### config.mk
export PLATFORM = sky130hd
export DESIGN_NAME = fb_scanout_reader
export DESIGN_NICKNAME = d
export VERILOG_FILES = /design/src/rtl/fb_pkg.sv /design/src/rtl/sync_fifo.sv /design/src/rtl/fb_scanout_reader.sv
export SDC_FILE = /design/constraint.sdc
export NUM_CORES = 1
export LEC_CHECK = 0
export CAP_MARGIN = 30
export CORE_MARGIN = 2
export CORE_UTILIZATION = 50
export CTS_CLUSTER_SIZE = 25
export DETAILED_ROUTE_END_ITERATION = 7
export GPL_TIMING_DRIVEN = 0
export PLACE_DENSITY = 0.76
export SETUP_SLACK_MARGIN = 0.15
export SYNTH_ARGS = -nofsm -noshare
export SYNTH_HDL_FRONTEND = slang
export SYNTH_SLANG_ARGS = --single-unit
### constraint.sdc
create_clock -name clk -period 2.5 [get_ports clk]
set_clock_uncertainty 0.05 [all_clocks]
set_input_delay 0.5 -clock clk [delete_from_list [all_inputs] [get_ports clk]]
set_output_delay 0.5 -clock clk [all_outputs]
set_load 0.02 [all_outputs]
### src/rtl/fb_pkg.sv
// Shared types and constants for the framebuffer scan-out path.
package fb_pkg;

    // Native framebuffer geometry (160x120, one word per pixel)
    localparam int FB_WIDTH  = 160;
    localparam int FB_HEIGHT = 120;
    localparam int FB_PIXELS = FB_WIDTH * FB_HEIGHT;

    // Default pixel word width
    localparam int PIX_W = 8;

    typedef logic [PIX_W-1:0] pixel_t;

    // Scan-out reader state
    typedef enum logic [1:0] {
        IDLE  = 2'd0,
        FETCH = 2'd1,
        DRAIN = 2'd2
    } fb_state_e;

    // Width of an occupancy count that can represent 0..depth inclusive
    function automatic int fifo_cnt_w(input int depth);
        return $clog2(depth) + 1;
    endfunction

endpackage

### src/rtl/sync_fifo.sv
// Small synchronous FIFO with registered head, occupancy count and flush.
// DEPTH must be a power of two so the pointers wrap naturally.
module sync_fifo #(
    parameter int WIDTH = 8,
    parameter int DEPTH = 4
) (
    input  logic                     clk,
    input  logic                     rst_n,
    input  logic                     flush_i,
    input  logic                     push_i,
    input  logic [WIDTH-1:0]         push_data_i,
    input  logic                     pop_i,
    output logic [WIDTH-1:0]         head_o,
    output logic [$clog2(DEPTH):0]   count_o,
    output logic                     empty_o
);

    localparam int AW = $clog2(DEPTH);

    logic [WIDTH-1:0] mem_q [DEPTH];
    logic [AW-1:0]    wr_ptr_q, rd_ptr_q;
    logic [AW:0]      count_q;
    logic             do_push, do_pop;

    // A push into a full FIFO or a pop from an empty one is dropped
    always_comb begin
        do_push = push_i && (count_q != (AW+1)'(DEPTH));
        do_pop  = pop_i  && (count_q != '0);
    end

    // Storage, pointers and count; flush empties without touching storage
    always_ff @(posedge clk or negedge rst_n) begin
        if (!rst_n) begin
            for (int i = 0; i < DEPTH; i++) mem_q[i] <= '0;
            wr_ptr_q <= '0;
            rd_ptr_q <= '0;
            count_q  <= '0;
        end else if (flush_i) begin
            wr_ptr_q <= '0;
            rd_ptr_q <= '0;
            count_q  <= '0;
        end else begin
            if (do_push) begin
                mem_q[wr_ptr_q] <= push_data_i;
                wr_ptr_q        <= wr_ptr_q + AW'(1);
            end
            if (do_pop) rd_ptr_q <= rd_ptr_q + AW'(1);
            if (do_push && !do_pop)      count_q <= count_q + (AW+1)'(1);
            else if (do_pop && !do_push) count_q <= count_q - (AW+1)'(1);
        end
    end

    assign head_o  = mem_q[rd_ptr_q];
    assign count_o = count_q;
    assign empty_o = (count_q == '0);

endmodule

### src/rtl/fb_scanout_reader.sv
// Framebuffer scan-out reader: walks the framebuffer once per frame through
// an SRAM port with 1-cycle read latency and feeds a prefetch FIFO that the
// pixel pipeline pops with valid/ready.
// Optional: FB_READER_DOUBLE_BUFFER_EN adds buf_sel to pick one of two
// framebuffers, latched at frame_start.
module fb_scanout_reader
    import fb_pkg::*;
#(
    parameter int D_WIDTH    = 8,
    parameter int A_WIDTH    = 15,
    parameter int NUM_PIXELS = FB_PIXELS,
    parameter int FIFO_DEPTH = 4
) (
    input  logic               clk,
    input  logic               rst_n,
    input  logic               frame_start,
`ifdef FB_READER_DOUBLE_BUFFER_EN
    input  logic               buf_sel,
`endif
    output logic [A_WIDTH-1:0] sram_addr,
    output logic               sram_rd_en,
    input  logic [D_WIDTH-1:0] sram_rdata,
    output logic               pixel_valid,
    input  logic               pixel_ready,
    output logic [D_WIDTH-1:0] pixel_data,
    output logic               frame_done,
    output logic               underflow
);

    localparam int CW = fifo_cnt_w(FIFO_DEPTH);
    localparam logic [A_WIDTH-1:0] LAST_ADDR = A_WIDTH'(NUM_PIXELS - 1);

    fb_state_e          state_q, state_d;
    logic [A_WIDTH-1:0] addr_q, addr_d;
    logic               rd_pending_q, rd_pending_d;
    logic               frame_done_q, frame_done_d;
    logic               underflow_q, underflow_d;

    logic [CW-1:0]      fifo_count;
    logic               fifo_empty;
    logic [D_WIDTH-1:0] fifo_head;
    logic               pop;
    logic               issue;
    logic               last_issue;
    logic               drain_done;
    logic [CW:0]        occupancy;
    logic [CW:0]        issue_limit;

    assign pop = pixel_ready && !fifo_empty;

    // Issue when the slots committed (stored + in flight) stay within depth;
    // a same-cycle pop frees a slot. frame_start suppresses issue that cycle.
    always_comb begin
        occupancy   = {1'b0, fifo_count} + {{CW{1'b0}}, rd_pending_q};
        issue_limit = (CW+1)'(FIFO_DEPTH) + {{CW{1'b0}}, pop};
        issue       = (state_q == FETCH) && !frame_start && (occupancy < issue_limit);
        last_issue  = issue && (addr_q == LAST_ADDR);
        // Frame is finished once nothing is in flight and the FIFO is empty
        // after this cycle's pop, so frame_done lands the cycle after the
        // final pixel is taken.
        drain_done  = !rd_pending_q &&
                      (fifo_empty || ((fifo_count == CW'(1)) && pop));
    end

    // FSM state register
    always_ff @(posedge clk or negedge rst_n) begin
        if (!rst_n) state_q <= IDLE;
        else        state_q <= state_d;
    end

    // FSM next state; frame_start restarts from any state
    always_comb begin
        state_d = state_q;
        if (frame_start) begin
            state_d = FETCH;
        end else begin
            unique case (state_q)
                IDLE:    state_d = IDLE;
                FETCH:   if (last_issue) state_d = DRAIN;
                DRAIN:   if (drain_done) state_d = IDLE;
                default: state_d = IDLE;
            endcase
        end
    end

    // Datapath next state: address counter, in-flight flag, status flags
    always_comb begin
        addr_d       = addr_q;
        rd_pending_d = issue;
        frame_done_d = frame_done_q;
        underflow_d  = underflow_q;
        if (frame_start) begin
            addr_d       = '0;
            rd_pending_d = 1'b0;
            frame_done_d = 1'b0;
            underflow_d  = 1'b0;
        end else begin
            // Counter parks on the last address rather than running past it
            if (issue && !last_issue) addr_d = addr_q + A_WIDTH'(1);
            if ((state_q == DRAIN) && drain_done) frame_done_d = 1'b1;
            if ((state_q == FETCH) && pixel_ready && fifo_empty) underflow_d = 1'b1;
        end
    end

    // Datapath registers
    always_ff @(posedge clk or negedge rst_n) begin
        if (!rst_n) begin
            addr_q       <= '0;
            rd_pending_q <= 1'b0;
            frame_done_q <= 1'b0;
            underflow_q  <= 1'b0;
        end else begin
            addr_q       <= addr_d;
            rd_pending_q <= rd_pending_d;
            frame_done_q <= frame_done_d;
            underflow_q  <= underflow_d;
        end
    end

`ifdef FB_READER_DOUBLE_BUFFER_EN
    localparam logic [A_WIDTH-1:0] BUF1_BASE = A_WIDTH'(NUM_PIXELS);
    logic base_q, base_d;

    // Buffer select is latched only at frame start so a frame never tears
    always_comb begin
        base_d = frame_start ? buf_sel : base_q;
    end

    // Buffer select register
    always_ff @(posedge clk or negedge rst_n) begin
        if (!rst_n) base_q <= 1'b0;
        else        base_q <= base_d;
    end

    assign sram_addr = base_q ? (addr_q + BUF1_BASE) : addr_q;
`else
    assign sram_addr = addr_q;
`endif

    // Returned word is discarded when frame_start flushes in the same cycle
    sync_fifo #(
        .WIDTH (D_WIDTH),
        .DEPTH (FIFO_DEPTH)
    ) u_prefetch (
        .clk         (clk),
        .rst_n       (rst_n),
        .flush_i     (frame_start),
        .push_i      (rd_pending_q),
        .push_data_i (sram_rdata),
        .pop_i       (pop),
        .head_o      (fifo_head),
        .count_o     (fifo_count),
        .empty_o     (fifo_empty)
    );

    assign sram_rd_en  = issue;
    assign pixel_valid = !fifo_empty;
    assign pixel_data  = fifo_head;
    assign frame_done  = frame_done_q;
    assign underflow   = underflow_q;

endmodule

* Word level (Yosys, flattened, before mapping)
Index checks and enable logic that the tools add are counted.
Storage, ports and cells: register bits after elaboration 59, output and inout port bits 27, word-level logic and storage cells 89
Operators by class: add/subtract/negate cells 7, $lt $le $gt $ge 4, equality and inequality tests 7, mux-type cells 24, bitwise gates (word level) 3, reductions and logical operators 32
Operators by type and width (number):
- $bwmux W32 | 1
- $mux W15 | 2
- $mux W8 | 3
- $bmux W8 S2 | 1
- $demux W8 S2 | 1
- $add A15 B1 Y15 const B | 1
- $eq A15 B15 Y1 const B | 1
- $logic_and A1 B1 Y1 | 15
- $mux W2 | 7
- $reduce_bool A2 Y1 | 5
- $mux W3 | 3
- $ne A3 B3 Y1 const B | 3
- $ge A3 B3 Y1 const B | 2
- $logic_not A1 Y1 | 6
- $not A2 Y3 | 2
- $reduce_bool A3 Y1 | 2
- $mux W1 | 5
- $add A2 B1 Y2 const B | 2
- $add A3 B1 Y4 | 1
- $add A3 B1 Y4 const A | 1
- $lt A4 B4 Y1 | 1
- $pmux W2 S2 | 1
- $reduce_and A2 Y1 | 2
- $add A3 B1 Y3 const B | 1
- other kinds (8) | 8

* Longest topological paths before layout
Gate-level depths: netlist (run 1).
word-level depth 11, depth in mapped cells 10, gate-level depth less buffers 8

* Modules after synthesis
A second synthesis (run 1) with hierarchy kept.
Second synthesis, totals: cell total of the unflattened synthesis 259, area, all modules 3130.5 sq um
By module, submodules not included:
- sync_fifo | times used 1, cells each 140, area an instance 1974.4 sq um, seq. area each 975.9 sq um
- fb_scanout_reader | times used 1, cells each 119, area an instance 1156.1 sq um, seq. area each 500.5 sq um

* Worst setup path after synthesis (run 1)
No wires, ideal clock.
kind flip-flop to output port, start register u_prefetch.count_q[0] (netlist: u_prefetch.count_o[0]), end output sram_rd_en, arrival time 1.961 ns, setup slack -0.011 ns, cell stages (with the launch flop) 9, buffers on the path 2, cell sequence dfrtp_1 > ha_1 > ha_1 > nor4b_2 > o22ai_1 > or2_1 > buf_2 > clkbuf_1 > inv_1
Between the ends: word-level cells in the longest chain between the ends 6, elaborated cells on any way between the ends 7, those cells by class add/sub: 2; order compare: 1; reduce/logical: 4
RTL lines:
- from (decl) | RTL line sync_fifo.sv:22 | logic [AW:0] count_q;
- from (signal assigned) | RTL line sync_fifo.sv:48 | if (do_push && !do_pop) count_q <= count_q + (AW+1)'(1);
- from (signal assigned) | RTL line sync_fifo.sv:49 | else if (do_pop && !do_push) count_q <= count_q - (AW+1)'(1);
- $logic_not A3 Y1 | RTL line sync_fifo.sv:55 | assign empty_o = (count_q == '0);
- $logic_not A1 Y1 | RTL line fb_scanout_reader.sv:49 | assign pop = pixel_ready && !fifo_empty;
- $logic_and A1 B1 Y1 | RTL line fb_scanout_reader.sv:49
- $add A3 B1 Y4 | RTL line fb_scanout_reader.sv:55 | issue_limit = (CW+1)'(FIFO_DEPTH) + {{CW{1'b0}}, pop};
- $lt A4 B4 Y1 (*) | RTL line fb_scanout_reader.sv:56 | issue = (state_q == FETCH) && !frame_start && (occupancy < issue_limit);
- $logic_and A1 B1 Y1 (*) | RTL line fb_scanout_reader.sv:56
- to (decl) | RTL line fb_scanout_reader.sv:21 | output logic sram_rd_en,
Every way passes the cells marked *; elsewhere a longest branch is shown, timed or not.

* Worst setup path in the final report (run 1)
start register u_prefetch.count_q[0] (netlist: u_prefetch.count_o[0]), end register addr_q[11] (netlist: sram_addr[11])
Between the ends: word-level cells in the longest chain between the ends 10, elaborated cells on any way between the ends 11, those cells by class add/sub: 2; order compare: 1; reduce/logical: 8
RTL lines:
- $logic_not A3 Y1 | RTL line sync_fifo.sv:55
- $logic_not A1 Y1 | RTL line fb_scanout_reader.sv:49
- $logic_and A1 B1 Y1 | RTL line fb_scanout_reader.sv:49
- $add A3 B1 Y4 | RTL line fb_scanout_reader.sv:55
- $lt A4 B4 Y1 (*) | RTL line fb_scanout_reader.sv:56
- $logic_and A1 B1 Y1 (*) | RTL line fb_scanout_reader.sv:56
- $logic_and A1 B1 Y1 | RTL line fb_scanout_reader.sv:57 | last_issue = issue && (addr_q == LAST_ADDR);
- $logic_not A1 Y1 | RTL line fb_scanout_reader.sv:99 | if (issue && !last_issue) addr_d = addr_q + A_WIDTH'(1);
- $logic_and A1 B1 Y1 (*) | RTL line fb_scanout_reader.sv:99
- $reduce_bool A2 Y1 (no line) (*)
- to (signal assigned) | RTL line fb_scanout_reader.sv:113 | addr_q <= addr_d;
- to (decl) | RTL line fb_scanout_reader.sv:34 | logic [A_WIDTH-1:0] addr_q, addr_d;
Marks and branches as above. A chain may end at the register's enable or synchronous reset.

==> impl_metrics.json, run 1 <==
{
  "status": "complete, but fails checks",
  "failing_checks": "setup timing",
  "wire_length_of_the_first_global_routing_pass_microns": 10900,
  "cell_internal_pwr_mw": 2.68,
  "p_leak_nw": 1.77,
  "initial_antenna_violation_count": 0,
  "synthArstFlopShare_pct": 100,
  "clk_root_buffer_cell": "sky130_fd_sc_hd__clkbuf_8",
  "comb_power_share_pct": 38.7,
  "ant_nets_after_route": 0,
  "buffer_ports.inserted": 38,
  "die_w_microns": 81.1,
  "transition_time_at_the_pin_with_the_least_slew_margin_ps": 731,
  "power.switching_fraction_pct": 31.6,
  "seq_cells_post_synth": 59,
  "vias": 2251,
  "final.period_utilization_pct": 112,
  "floorplan.die.height_microns": 81.1,
  "drt_first_iter_violations": 118,
  "final_core_util_pct": 69.4,
  "regToRegStartpoint": "u_prefetch.count_o[0]$_DFFE_PN0P_",
  "clock_tree_from_tritoncts": "built",
  "final_cell_area_sq_mm": 0.00404,
  "synth_common_cells": "59 x sky130_fd_sc_hd__dfrtp_1, 39 x sky130_fd_sc_hd__mux2_2, 17 x sky130_fd_sc_hd__nor2_1",
  "synth_cells": 252,
  "wl_microns": 6730,
  "tritoncts_sink_count": 59,
  "nFillCells": 429,
  "achievable-frequency_mhz": 358,
  "slew-limit-headroom_pct": 50.7,
  "clkTransAtPathRegs_ps": 70,
  "mappedNetlistArea_sq_mm": 0.00297,
  "preCtsSetupSlack_ps": -761,
  "synthesis.nets": 275,
  "setup_viol": 15,
  "via_per_inst": 5.61,
  "grt_max_degree": 38,
  "place.gp.congestion": 0.796,
  "min_setup_slack_post_route_ps": -295,
  "dominantRegCellSynth": "sky130_fd_sc_hd__dfrtp_1",
  "min_path_type": "in -> async",
  "design.die.area_sq_mm": 0.00658,
  "number_of_synthesized_flops_with_an_enable_pin": 0,
  "core_sq_mm": 0.00582,
  "grt_util_all_layers_pct": 22.0,
  "finalWorstPathRequiredPeriod_ps": 2790,
  "crit_path_start_kind": "register",
  "endpoint_kind": "register",
  "placement_rows": 28,
  "post_route_drc_violation_count": 0,
  "ir_worst_vdd_uv": 470,
  "register_to_register_setup_slack_ps": -290,
  "yosys.cell_count.top_type": "sky130_fd_sc_hd__dfrtp_1",
  "inserted_diodes": 0,
  "placement_stage_cell_area_sq_mm": 0.00349,
  "io_pins": 39,
  "postCtsHoldBufs": 0,
  "p_seq_share_pct": 35.4,
  "crit-reg2reg-capture": "sram_addr[11]$_DFFE_PN0P_",
  "synth.yosys.warnings": 0,
  "clk-insertion-delay-late_ps": 330,
  "start_util_pct": 51.1,
  "max_cap_violations": 0,
  "htreeDepth": 3,
  "worst-endpoint-required_ps": 2670,
  "area.sequential_sq_mm": 0.00148,
  "finalMaxSlewViolations": 0,
  "numCtsBuffers": 9,
  "max-clock-path-buffers": 2,
  "yosysTopAreaCellShare_pct": 49.7,
  "clockPowerShare_pct": 25.8,
  "path_max_fanout": 4,
  "multi_input_comb_area_sq_mm": 0.00155,
  "post-layout-total-power_mw": 3.92,
  "num-nets-final": 344,
  "crit_type": "reg -> reg",
  "gr-total-overflow": 0,
  "detailed_place_hpwl_microns": 4130,
  "synth.area.top_cells": "sky130_fd_sc_hd__dfrtp_1 50%, sky130_fd_sc_hd__mux2_2 15%, sky130_fd_sc_hd__mux4_2 6.1%",
  "arrival_ps": 2960,
  "ys_types": 38,
  "drt_pre_antenna_iters": 4,
  "powerDensity_mw_per_mm2": 972,
  "rsz0062_at_grt": "true",
  "areaGrowthSynthToFinish_pct": 35.8,
  "hold_violations": 0,
  "seq_area_frac_synth_pct": 49.7,
  "synth_top_cell_by_area": "sky130_fd_sc_hd__dfrtp_1",
  "post_route_cells_drive_above_1_share_pct": 34.4,
  "net-switching-power_mw": 1.24,
  "grt_pass1_vias": 2296,
  "syn-mean-instance-area_sq_um": 11.8,
  "worstRegToRegCells": 13,
  "detail_route.wl_per_cell_microns": 16.8
}
-- how the worst max path moves through the flow --
stage                                           start                   endpoint  slack (ps)  cells past startpoint
floorplan           u_prefetch.count_o[1]$_DFFE_PN0P_                 sram_rd_en         170                      8
global placement                                rst_n  sram_addr[12]$_DFFE_PN0P_       -1080                      1
detailed placement                        pixel_ready                 sram_rd_en        -760                      8
CTS                 u_prefetch.count_o[0]$_DFFE_PN0P_                 sram_rd_en        -290                      9
global route        u_prefetch.count_o[0]$_DFFE_PN0P_  sram_addr[11]$_DFFE_PN0P_        -370                     13
finish              u_prefetch.count_o[0]$_DFFE_PN0P_  sram_addr[11]$_DFFE_PN0P_        -290                     13
-- kinds of logic after synthesis --
| kind of cell | synth area share [%] |
|---|---|
| XOR/XNOR | 1.47 |
| adder cells (fa/ha/maj) | 4.63 |
| flip-flops | 49.7 |
| multiplexers | 20.8 |
| buffers and inverters | 2.44 |
| AO/OA/AOI/OAI | 6.74 |
| AND/OR/NAND/NOR | 14.2 |
-- metrics by stage --
step                hold slack [ps]  cells  TNS (ps)
floorplan                       154    252         0
global route                    125    401     -4210
detailed placement              439    366     -4600
finish                         92.5    401     -3130
CTS                            99.8    393     -1500
global placement                426    365    -67070
-- power groups by stage --
stage | Clock [mW] | Sequential, mW | Combinational [mW]
finish | 1.01 | 1.39 | 1.52
global route | 1.08 | 1.42 | 1.65
CTS | 1.02 | 1.39 | 1.45
detailed placement | 0 | 1.41 | 1.36
global placement | 0 | 1.39 | 1.31
floorplan | 0 | 1.37 | 0.935
-- worst max-delay path: stages (launching register included) --
cell and delay (ps):
sky130_fd_sc_hd__dfrtp_2 450, sky130_fd_sc_hd__ha_4 180, sky130_fd_sc_hd__ha_4 220, sky130_fd_sc_hd__nor3b_1 270, sky130_fd_sc_hd__o22ai_2 120, sky130_fd_sc_hd__buf_4 150
sky130_fd_sc_hd__buf_6 100, sky130_fd_sc_hd__buf_6 100, sky130_fd_sc_hd__buf_6 100, sky130_fd_sc_hd__buf_6 120, sky130_fd_sc_hd__nor3_4 280, sky130_fd_sc_hd__buf_4 170
sky130_fd_sc_hd__nand4_1 90, sky130_fd_sc_hd__mux2_2 280
-- registers in the layout, indices dropped and copies added (netlist names) --
| name | flops |
|---|---|
| u_prefetch.rd_ptr_q | 2 |
| state_q | 2 |
| underflow | 1 |
| u_prefetch.count_o | 3 |
| frame_done | 1 |
| rd_pending_q | 1 |
| u_prefetch.mem_q | 32 |
| u_prefetch.wr_ptr_q | 2 |
| sram_addr | 15 |
-- routing by layer --
metal	vias up	share of wire, %	wire length [microns]	track usage [%]
met5	-	0	0	0
met3	8	3.7	249	3.67
li1	1063	-	-	-
met2	63	50	3390	37.1
met1	1117	45	3030	28.5
met4	0	1.0	70	8.47
-- what timing repair did --
| action | 4_1_cts | 5_1_grt |
|---|---|---|
| endpoints found under the setup margin | 25 | 17 |
| pin swaps | 14 | 11 |
| buffers inserted | 11 | 8 |
| gates resized for setup | 36 | 21 |
-- layout make-up --
cell class / instances / share of cell area, %
inverters: 9 / 0.961
well taps: 75 / 2.33
plain buffers: 10 / 1.92
clock buffers: 11 / 3.75
clock inverters: 5 / 2.08
multi-input cells: 174 / 38.4
flip-flops and latches: 59 / 36.7
repair buffers: 58 / 13.9
-- cells in the final DEF, fill, tap and decap left out, drive strengths merged, types with 8 or more instances in the layout --
master         Yosys  final
a21oi             11     11
buf                2     24
clkbuf             8     19
clkdlybuf4s50      0     27
dfrtp             59     59
dlygate4sd2        0      9
ha                11     11
inv                9      9
mux2              39     39
mux4               8      8
nand2             16     16
nand3              8      8
nor2              17     17
nor2b              9      9
Note: power is estimated with default switching activity, not from simulation.
==> run 2: changes to the inputs <==
--- a/config.mk
+++ b/config.mk
@@ -12,7 +12,6 @@
 export DETAILED_ROUTE_END_ITERATION = 7
 export GPL_TIMING_DRIVEN = 0
 export PLACE_DENSITY = 0.76
-export SETUP_SLACK_MARGIN = 0.15
 export SYNTH_ARGS = -nofsm -noshare
 export SYNTH_HDL_FRONTEND = slang
 export SYNTH_SLANG_ARGS = --single-unit
==> constraint.sdc (replaced) <==
create_clock -name clk -period 2.5 [get_ports clk]
set_clock_uncertainty 0.05 [all_clocks]
set_input_delay 0.5 -clock clk [delete_from_list [all_inputs] [get_ports clk]]
set_output_delay 0.5 -clock clk [all_outputs]
set_load 0.005 [all_outputs]
==> run 2 against run 1 <==
  * Power decreased by 9.0%
  * The flow still finishes with violations (setup timing)
  * Worst hold slack improved by 64 ps
  * Routed wire length decreased by 4.5%
  * Clock-buffer cell count unchanged
  * Critical endpoint is now sram_rd_en
  * First-iteration DRC count decreased by 41%
  * Sequential power increased by 3%
  * Setup slack improved by 190 ps
  * Largest power group is now registers
  * Die area unchanged
  * Flip-flop and latch count unchanged
  * Clock power decreased by 18%
==> impl_metrics.json, run 2 (synthesis results as in run 1) <==
{
  "top_register": "u_prefetch.mem_q",
  "p_seq_share_pct": 40.0,
  "clock_tree_from_tritoncts": "built",
  "register_to_register_setup_slack_ps": 60,
  "grt_util_all_layers_pct": 21.4,
  "endpoint_kind": "output port",
  "slew-limit-headroom_pct": 54.0,
  "place.gp.congestion": 0.814,
  "placement_rows": 28,
  "drt_first_iter_violations": 70,
  "crit_path_start_kind": "register",
  "gr-total-overflow": 0,
  "finalMaxSlewViolations": 0,
  "net-switching-power_mw": 1.05,
  "ant_nets_after_route": 0,
  "power.switching_fraction_pct": 29.4,
  "ir_worst_vdd_uv": 512,
  "via_per_inst": 5.66,
  "htreeDepth": 3,
  "final_core_util_pct": 65.1,
  "failing_checks": "setup timing",
  "placement_stage_cell_area_sq_mm": 0.00346,
  "clkTransAtPathRegs_ps": 70,
  "largest_reg_flops": 32,
  "globalRouteMet2Util_pct": 34.5,
  "final.setup.tns_ps": -108,
  "comb_power_share_pct": 36.8,
  "worst-endpoint-required_ps": 1950,
  "vias": 2196,
  "rsz0062_at_grt": "true",
  "grt_util_met3_pct": 3.44,
  "start_util_pct": 51.1,
  "critical_path_cell_count": 8,
  "final.period_utilization_pct": 104,
  "buffer_ports.inserted": 38,
  "max_cap_violations": 0,
  "die_w_microns": 81.1,
  "layout.cells.most_common_list": "56 x sky130_fd_sc_hd__dfrtp_1, 39 x sky130_fd_sc_hd__mux2_2, 36 x sky130_fd_sc_hd__clkdlybuf4s50_1",
  "final.hold.worst_slack_ps": 156,
  "inserted_diodes": 0,
  "worstRegToRegCells": 8,
  "areaGrowthSynthToFinish_pct": 27.4,
  "achievable-frequency_mhz": 383,
  "wire_length_of_the_first_global_routing_pass_microns": 10500,
  "cell_internal_pwr_mw": 2.52,
  "detailed_place_hpwl_microns": 4130,
  "grt_max_degree": 32,
  "initial_antenna_violation_count": 0,
  "worst_setup_path_startpoint": "u_prefetch.count_o[0]$_DFFE_PN0P_",
  "io_pins": 39,
  "grt_pass1_vias": 2248,
  "clk-insertion-delay-late_ps": 330,
  "setup_viol": 1,
  "finalWorstPathRequiredPeriod_ps": 2610,
  "p_leak_nw": 1.63,
  "clk_root_buffer_cell": "sky130_fd_sc_hd__clkbuf_8",
  "wl_microns": 6430,
  "final_cell_area_sq_mm": 0.00379,
  "crit_top_cell": "sky130_fd_sc_hd__ha_4",
  "core_sq_mm": 0.00582,
  "crit_family": "simple AND/OR/NAND/NOR gates",
  "detail_route.wl_per_cell_microns": 16.6,
  "num-nets-final": 331,
  "numCtsBuffers": 9,
  "crit_path_end": "sram_rd_en",
  "design.die.area_sq_mm": 0.00658,
  "cpMaxStageDelayCell": "sky130_fd_sc_hd__dfrtp_2",
  "use_met1_pct": 28.0,
  "post_route_cells_drive_above_1_share_pct": 27.8,
  "timing.critical_path.cells": "ha_4 -> ha_4 -> nor4b_4 -> o22ai_2 -> or2_4 -> buf_8 -> inv_4 -> buf_6",
  "clockPowerShare_pct": 23.2,
  "min_setup_slack_post_route_ps": -108,
  "transition_time_at_the_pin_with_the_least_slew_margin_ps": 690,
  "critical_path_buf_inv_count": 3,
  "crit_type": "reg -> out",
  "post_route_drc_violation_count": 0,
  "grt_most_used_layer": "met2",
  "drt_pre_antenna_iters": 4,
  "floorplan.die.height_microns": 81.1,
  "tritoncts_sink_count": 59,
  "powerDensity_mw_per_mm2": 942,
  "hold_violations": 0,
  "status": "complete, but fails checks",
  "max-clock-path-buffers": 2,
  "min_path_type": "in -> async",
  "arrival_ps": 2060,
  "regToRegStartpoint": "u_prefetch.count_o[0]$_DFFE_PN0P_",
  "crit-reg2reg-capture": "sram_addr[5]$_DFFE_PN0P_",
  "critical_path.max_stage_delay_ps": 430,
  "layout_commonest_cell": "sky130_fd_sc_hd__dfrtp_1",
  "path_max_fanout": 2
}
run 2: changes by cell type in the layout (fill, tap and decap cells not counted), moves of 3 or more:
cell,delta
sky130_fd_sc_hd__or4_1,+4
sky130_fd_sc_hd__a21oi_2,-4
sky130_fd_sc_hd__clkinv_2,+3
sky130_fd_sc_hd__buf_6,-10
sky130_fd_sc_hd__a21oi_1,+4
sky130_fd_sc_hd__clkbuf_8,-3
sky130_fd_sc_hd__dlygate4sd2_1,-9
sky130_fd_sc_hd__or4_4,-4
sky130_fd_sc_hd__clkdlybuf4s50_1,+9
run 2: power groups by stage:
stage / Combinational (mW) / Clock (mW) / Sequential (mW)
global route: 1.43 / 0.898 / 1.47
detailed placement: 1.18 / 0 / 1.41
CTS: 1.27 / 0.853 / 1.43
floorplan: 0.772 / 0 / 1.36
global placement: 1.14 / 0 / 1.39
finish: 1.31 / 0.828 / 1.43
run 2: worst min-delay path by stage:
stage,to,slack (ps),cells past startpoint
CTS,u_prefetch.mem_q[30]$_DFFE_PN0P_,170,1
finish,u_prefetch.mem_q[30]$_DFFE_PN0P_,160,1
global placement,underflow$_DFFE_PN0P_,430,2
global route,u_prefetch.mem_q[30]$_DFFE_PN0P_,200,1
floorplan,frame_done$_DFFE_PN0P_,150,0
detailed placement,frame_done$_DFFE_PN0P_,440,2
run 2: layer usage:
metal,vias up,routed length [microns]
li1,1021,-
met3,17,252
met4,0,139
met2,60,3060
met1,1098,2970
met5,-,0
run 2: worst reg2reg max path, stage by stage (launching register included):
cell	delay, ps
sky130_fd_sc_hd__dfrtp_2	430
sky130_fd_sc_hd__ha_4	180
sky130_fd_sc_hd__ha_4	220
sky130_fd_sc_hd__nor4b_4	260
sky130_fd_sc_hd__o22ai_2	130
sky130_fd_sc_hd__or2_4	260
sky130_fd_sc_hd__buf_4	170
sky130_fd_sc_hd__or4_1	500
sky130_fd_sc_hd__a21oi_1	160
run 2: final cells by class:
class / count / area [sq um]
fillers: 482 / 2030
multi-input cells: 174 / 1490
flip-flops and latches: 59 / 1480
repair buffers: 48 / 464
clock buffers: 11 / 131
well taps: 75 / 93.8
clock inverters: 5 / 53.8
plain buffers: 7 / 37.5
inverters: 9 / 36.3
run 2: what timing repair did:
item                                    CTS  global route
hold buffers                              0             0
setup buffers                             9             0
pin swaps                                 4             2
gates resized for setup                  18             7
endpoints found under the hold margin     0             0
endpoints found under the setup margin   21            10
run 2: through the flow:
stage          power, mW  cells  setup WS (ps)
5_1_grt             3.80    388           -175
3_5_place_dp        2.59    366           -772
3_3_place_gp        2.53    365          -1090
4_1_cts             3.56    388           -137
2_1_floorplan       2.13    252           75.4
6_report            3.57    388           -108
==> run 3: changes to the inputs <==
--- a/config.mk
+++ b/config.mk
@@ -7,11 +7,11 @@
 export LEC_CHECK = 0
 export CAP_MARGIN = 30
 export CORE_MARGIN = 2
-export CORE_UTILIZATION = 50
+export CORE_UTILIZATION = 55
 export CTS_CLUSTER_SIZE = 25
 export DETAILED_ROUTE_END_ITERATION = 7
 export GPL_TIMING_DRIVEN = 0
-export PLACE_DENSITY = 0.76
+export PLACE_DENSITY = 0.8
 export SYNTH_ARGS = -nofsm -noshare
 export SYNTH_HDL_FRONTEND = slang
 export SYNTH_SLANG_ARGS = --single-unit
==> constraint.sdc (replaced) <==
create_clock -name clk -period 2.9 [get_ports clk]
set_clock_uncertainty 0.05 [all_clocks]
set_input_delay 0.58 -clock clk [delete_from_list [all_inputs] [get_ports clk]]
set_output_delay 0.58 -clock clk [all_outputs]
set_load 0.005 [all_outputs]
==> run 3 against run 2 <==
  * The run now ends clean
  * Critical path depth is the same
  * Register-to-register slack better by 240 ps
  * Cell count down 0.77%
  * Die area fell by 8.6%
  * Flip-flop and latch count unchanged
  * Power fell by 15%
  * Final area is 0.53% lower
  * Sequential share of layout area is 0.11 points higher
  * First-iteration DRC count grew 34%
  * Clock-buffer cell count is 3 higher
  * Critical endpoint unchanged
==> impl_metrics.json, run 3 (synthesis results as in run 1) <==
{
  "finalMaxSlewViolations": 0,
  "hold_violations": 0,
  "nFillCells": 366,
  "crit_type": "reg -> out",
  "grt_pass1_vias": 2196,
  "transition_time_at_the_pin_with_the_least_slew_margin_ps": 704,
  "worst-endpoint-required_ps": 2270,
  "path_max_fanout": 9,
  "die_w_microns": 77.5,
  "post_layout_nonfiller_instances": 385,
  "htreeDepth": 3,
  "endpoint_kind": "output port",
  "finalWorstPathRequiredPeriod_ps": 2810,
  "critical_path.max_stage_delay_ps": 430,
  "start_util_pct": 57.5,
  "ir_worst_vdd_uv": 385,
  "detailed_place_hpwl_microns": 3990,
  "drt_first_iter_violations": 94,
  "clock_tree_from_tritoncts": "built",
  "largest_reg_flops": 32,
  "via_per_inst": 5.63,
  "detail_route.wl_per_cell_microns": 15.6,
  "rsz0062_at_grt": "false",
  "max_cap_violations": 0,
  "grt_util_all_layers_pct": 21.2,
  "clkTransAtPathRegs_ps": 60,
  "wire_length_of_the_first_global_routing_pass_microns": 10100,
  "min_path_type": "in -> async",
  "core_sq_mm": 0.00517,
  "inserted_diodes": 0,
  "floorplan.die.height_microns": 77.5,
  "wl_microns": 5990,
  "final_core_util_pct": 72.8,
  "setup_viol": 0,
  "clk_root_buffer_cell": "sky130_fd_sc_hd__clkbuf_8",
  "powerDensity_mw_per_mm2": 804,
  "ant_nets_after_route": 0,
  "placed_cells_incl_taps": 361,
  "areaGrowthSynthToFinish_pct": 26.7,
  "max-clock-path-buffers": 2,
  "tritoncts_sink_count": 59,
  "num-nets-final": 333,
  "gr-total-overflow": 0,
  "status": "complete, no violations",
  "slew-limit-headroom_pct": 52.7,
  "layout.cells.most_common_list": "57 x sky130_fd_sc_hd__dfrtp_1, 39 x sky130_fd_sc_hd__mux2_2, 36 x sky130_fd_sc_hd__clkdlybuf4s50_1",
  "crit_path_start_kind": "register",
  "post_route_cells_drive_above_1_share_pct": 25.7,
  "post_route_drc_violation_count": 0,
  "arrival_ps": 2180,
  "crit_top_cell": "sky130_fd_sc_hd__ha_4",
  "buffer_ports.inserted": 38,
  "p_leak_nw": 1.63,
  "achievable-frequency_mhz": 355,
  "io_pins": 39,
  "timing.critical_path.cells": "ha_4 -> ha_4 -> nor4b_4 -> o22ai_2 -> or2_1 -> buf_6 -> inv_1 -> clkdlybuf4s15_1",
  "place.gp.congestion": 0.791,
  "grt_max_degree": 38,
  "final.period_utilization_pct": 97.0,
  "numCtsBuffers": 9,
  "drt_pre_antenna_iters": 4,
  "placement_rows": 26,
  "clk-insertion-delay-late_ps": 330,
  "initial_antenna_violation_count": 0,
  "top_register": "u_prefetch.mem_q",
  "vias": 2168,
  "cpMaxStageDelayCell": "sky130_fd_sc_hd__dfrtp_2",
  "design.die.area_sq_mm": 0.00601,
  "layout_commonest_cell": "sky130_fd_sc_hd__dfrtp_1"
}
## run 3: changes by cell type in the layout (fill, tap and decap cells not counted), sizes merged
cell / before / now
clkbuf: 16 / 20
clkinv: 4 / 1
clkdlybuf4s15: 0 / 1
## run 3: metrics by stage
step	TNS (ps)	area, sq um	setup slack (ps)	hold WS (ps)	total power, mW
2_1_floorplan	0	2970	395	234	1.83
3_3_place_gp	-42210	3440	-709	425	2.18
3_5_place_dp	-498	3450	-498	435	2.22
4_1_cts	0	3710	23.4	186	2.99
5_1_grt	0	3770	10.2	194	3.23
6_report	0	3770	86.4	179	3.03
## run 3: area by class of cell
class,instances,area [sq um],area share [%]
Clock inverter,2,35.0,0.930
Multi-Input combinational cell,174,1470,39.0
Buffer,8,37.5,0.997
Timing Repair Buffer,49,470,12.5
Clock buffer,14,153,4.05
Sequential cell,59,1480,39.3
Inverter,9,33.8,0.897
Tap cell,70,87.6,2.33
## run 3: path summary, 6_finish.rpt
path	depth (start not counted)	slack (ps)	from	endpoint
max	8	90	u_prefetch.count_o[0]$_DFFE_PN0P_	sram_rd_en
min	1	180	rst_n	u_prefetch.mem_q[25]$_DFFE_PN0P_
max reg2reg	8	300	u_prefetch.count_o[0]$_DFFE_PN0P_	sram_addr[13]$_DFFE_PN0P_
min reg2reg	2	450	frame_done$_DFFE_PN0P_	frame_done$_DFFE_PN0P_
max in group asynchronous	2	2040	rst_n	u_prefetch.count_o[1]$_DFFE_PN0P_
min in group clk	2	450	frame_done$_DFFE_PN0P_	frame_done$_DFFE_PN0P_
## run 3: critical path: cells and delay by family (launching register included)
| kind | cells | cell delay, ps |
|---|---|---|
| and+or+nand+nor | 2 | 500 |
| AOI/OAI and AO/OA | 1 | 110 |
| DFF | 1 | 430 |
| adders and majority gates | 2 | 400 |
| buffers and inverters | 3 | 400 |
## run 3: where the power goes
| group | total (mW) | switching, mW | internal [mW] |
|---|---|---|---|
| Sequential | 1.22 | 0.150 | 1.07 |
| Combinational | 1.10 | 0.411 | 0.688 |
| Clock | 0.713 | 0.293 | 0.421 |
| Total | 3.03 | 0.853 | 2.18 |
## run 3: what timing repair did
item	CTS	global route
endpoints found under the setup margin	9	1
pin swaps	2	1
gates resized for setup	9	4
buffers inserted	5	5
hold endpoints to repair	0	0
hold buffers	0	0
## run 3: per-layer routing
metal  up-vias  track usage (%)  wire [microns]
met5         -                0               0
met4         0             6.61              78
met3         7             5.70             281
met2        58             35.3            2960
met1      1073             27.3            2680
li1       1030                -               -
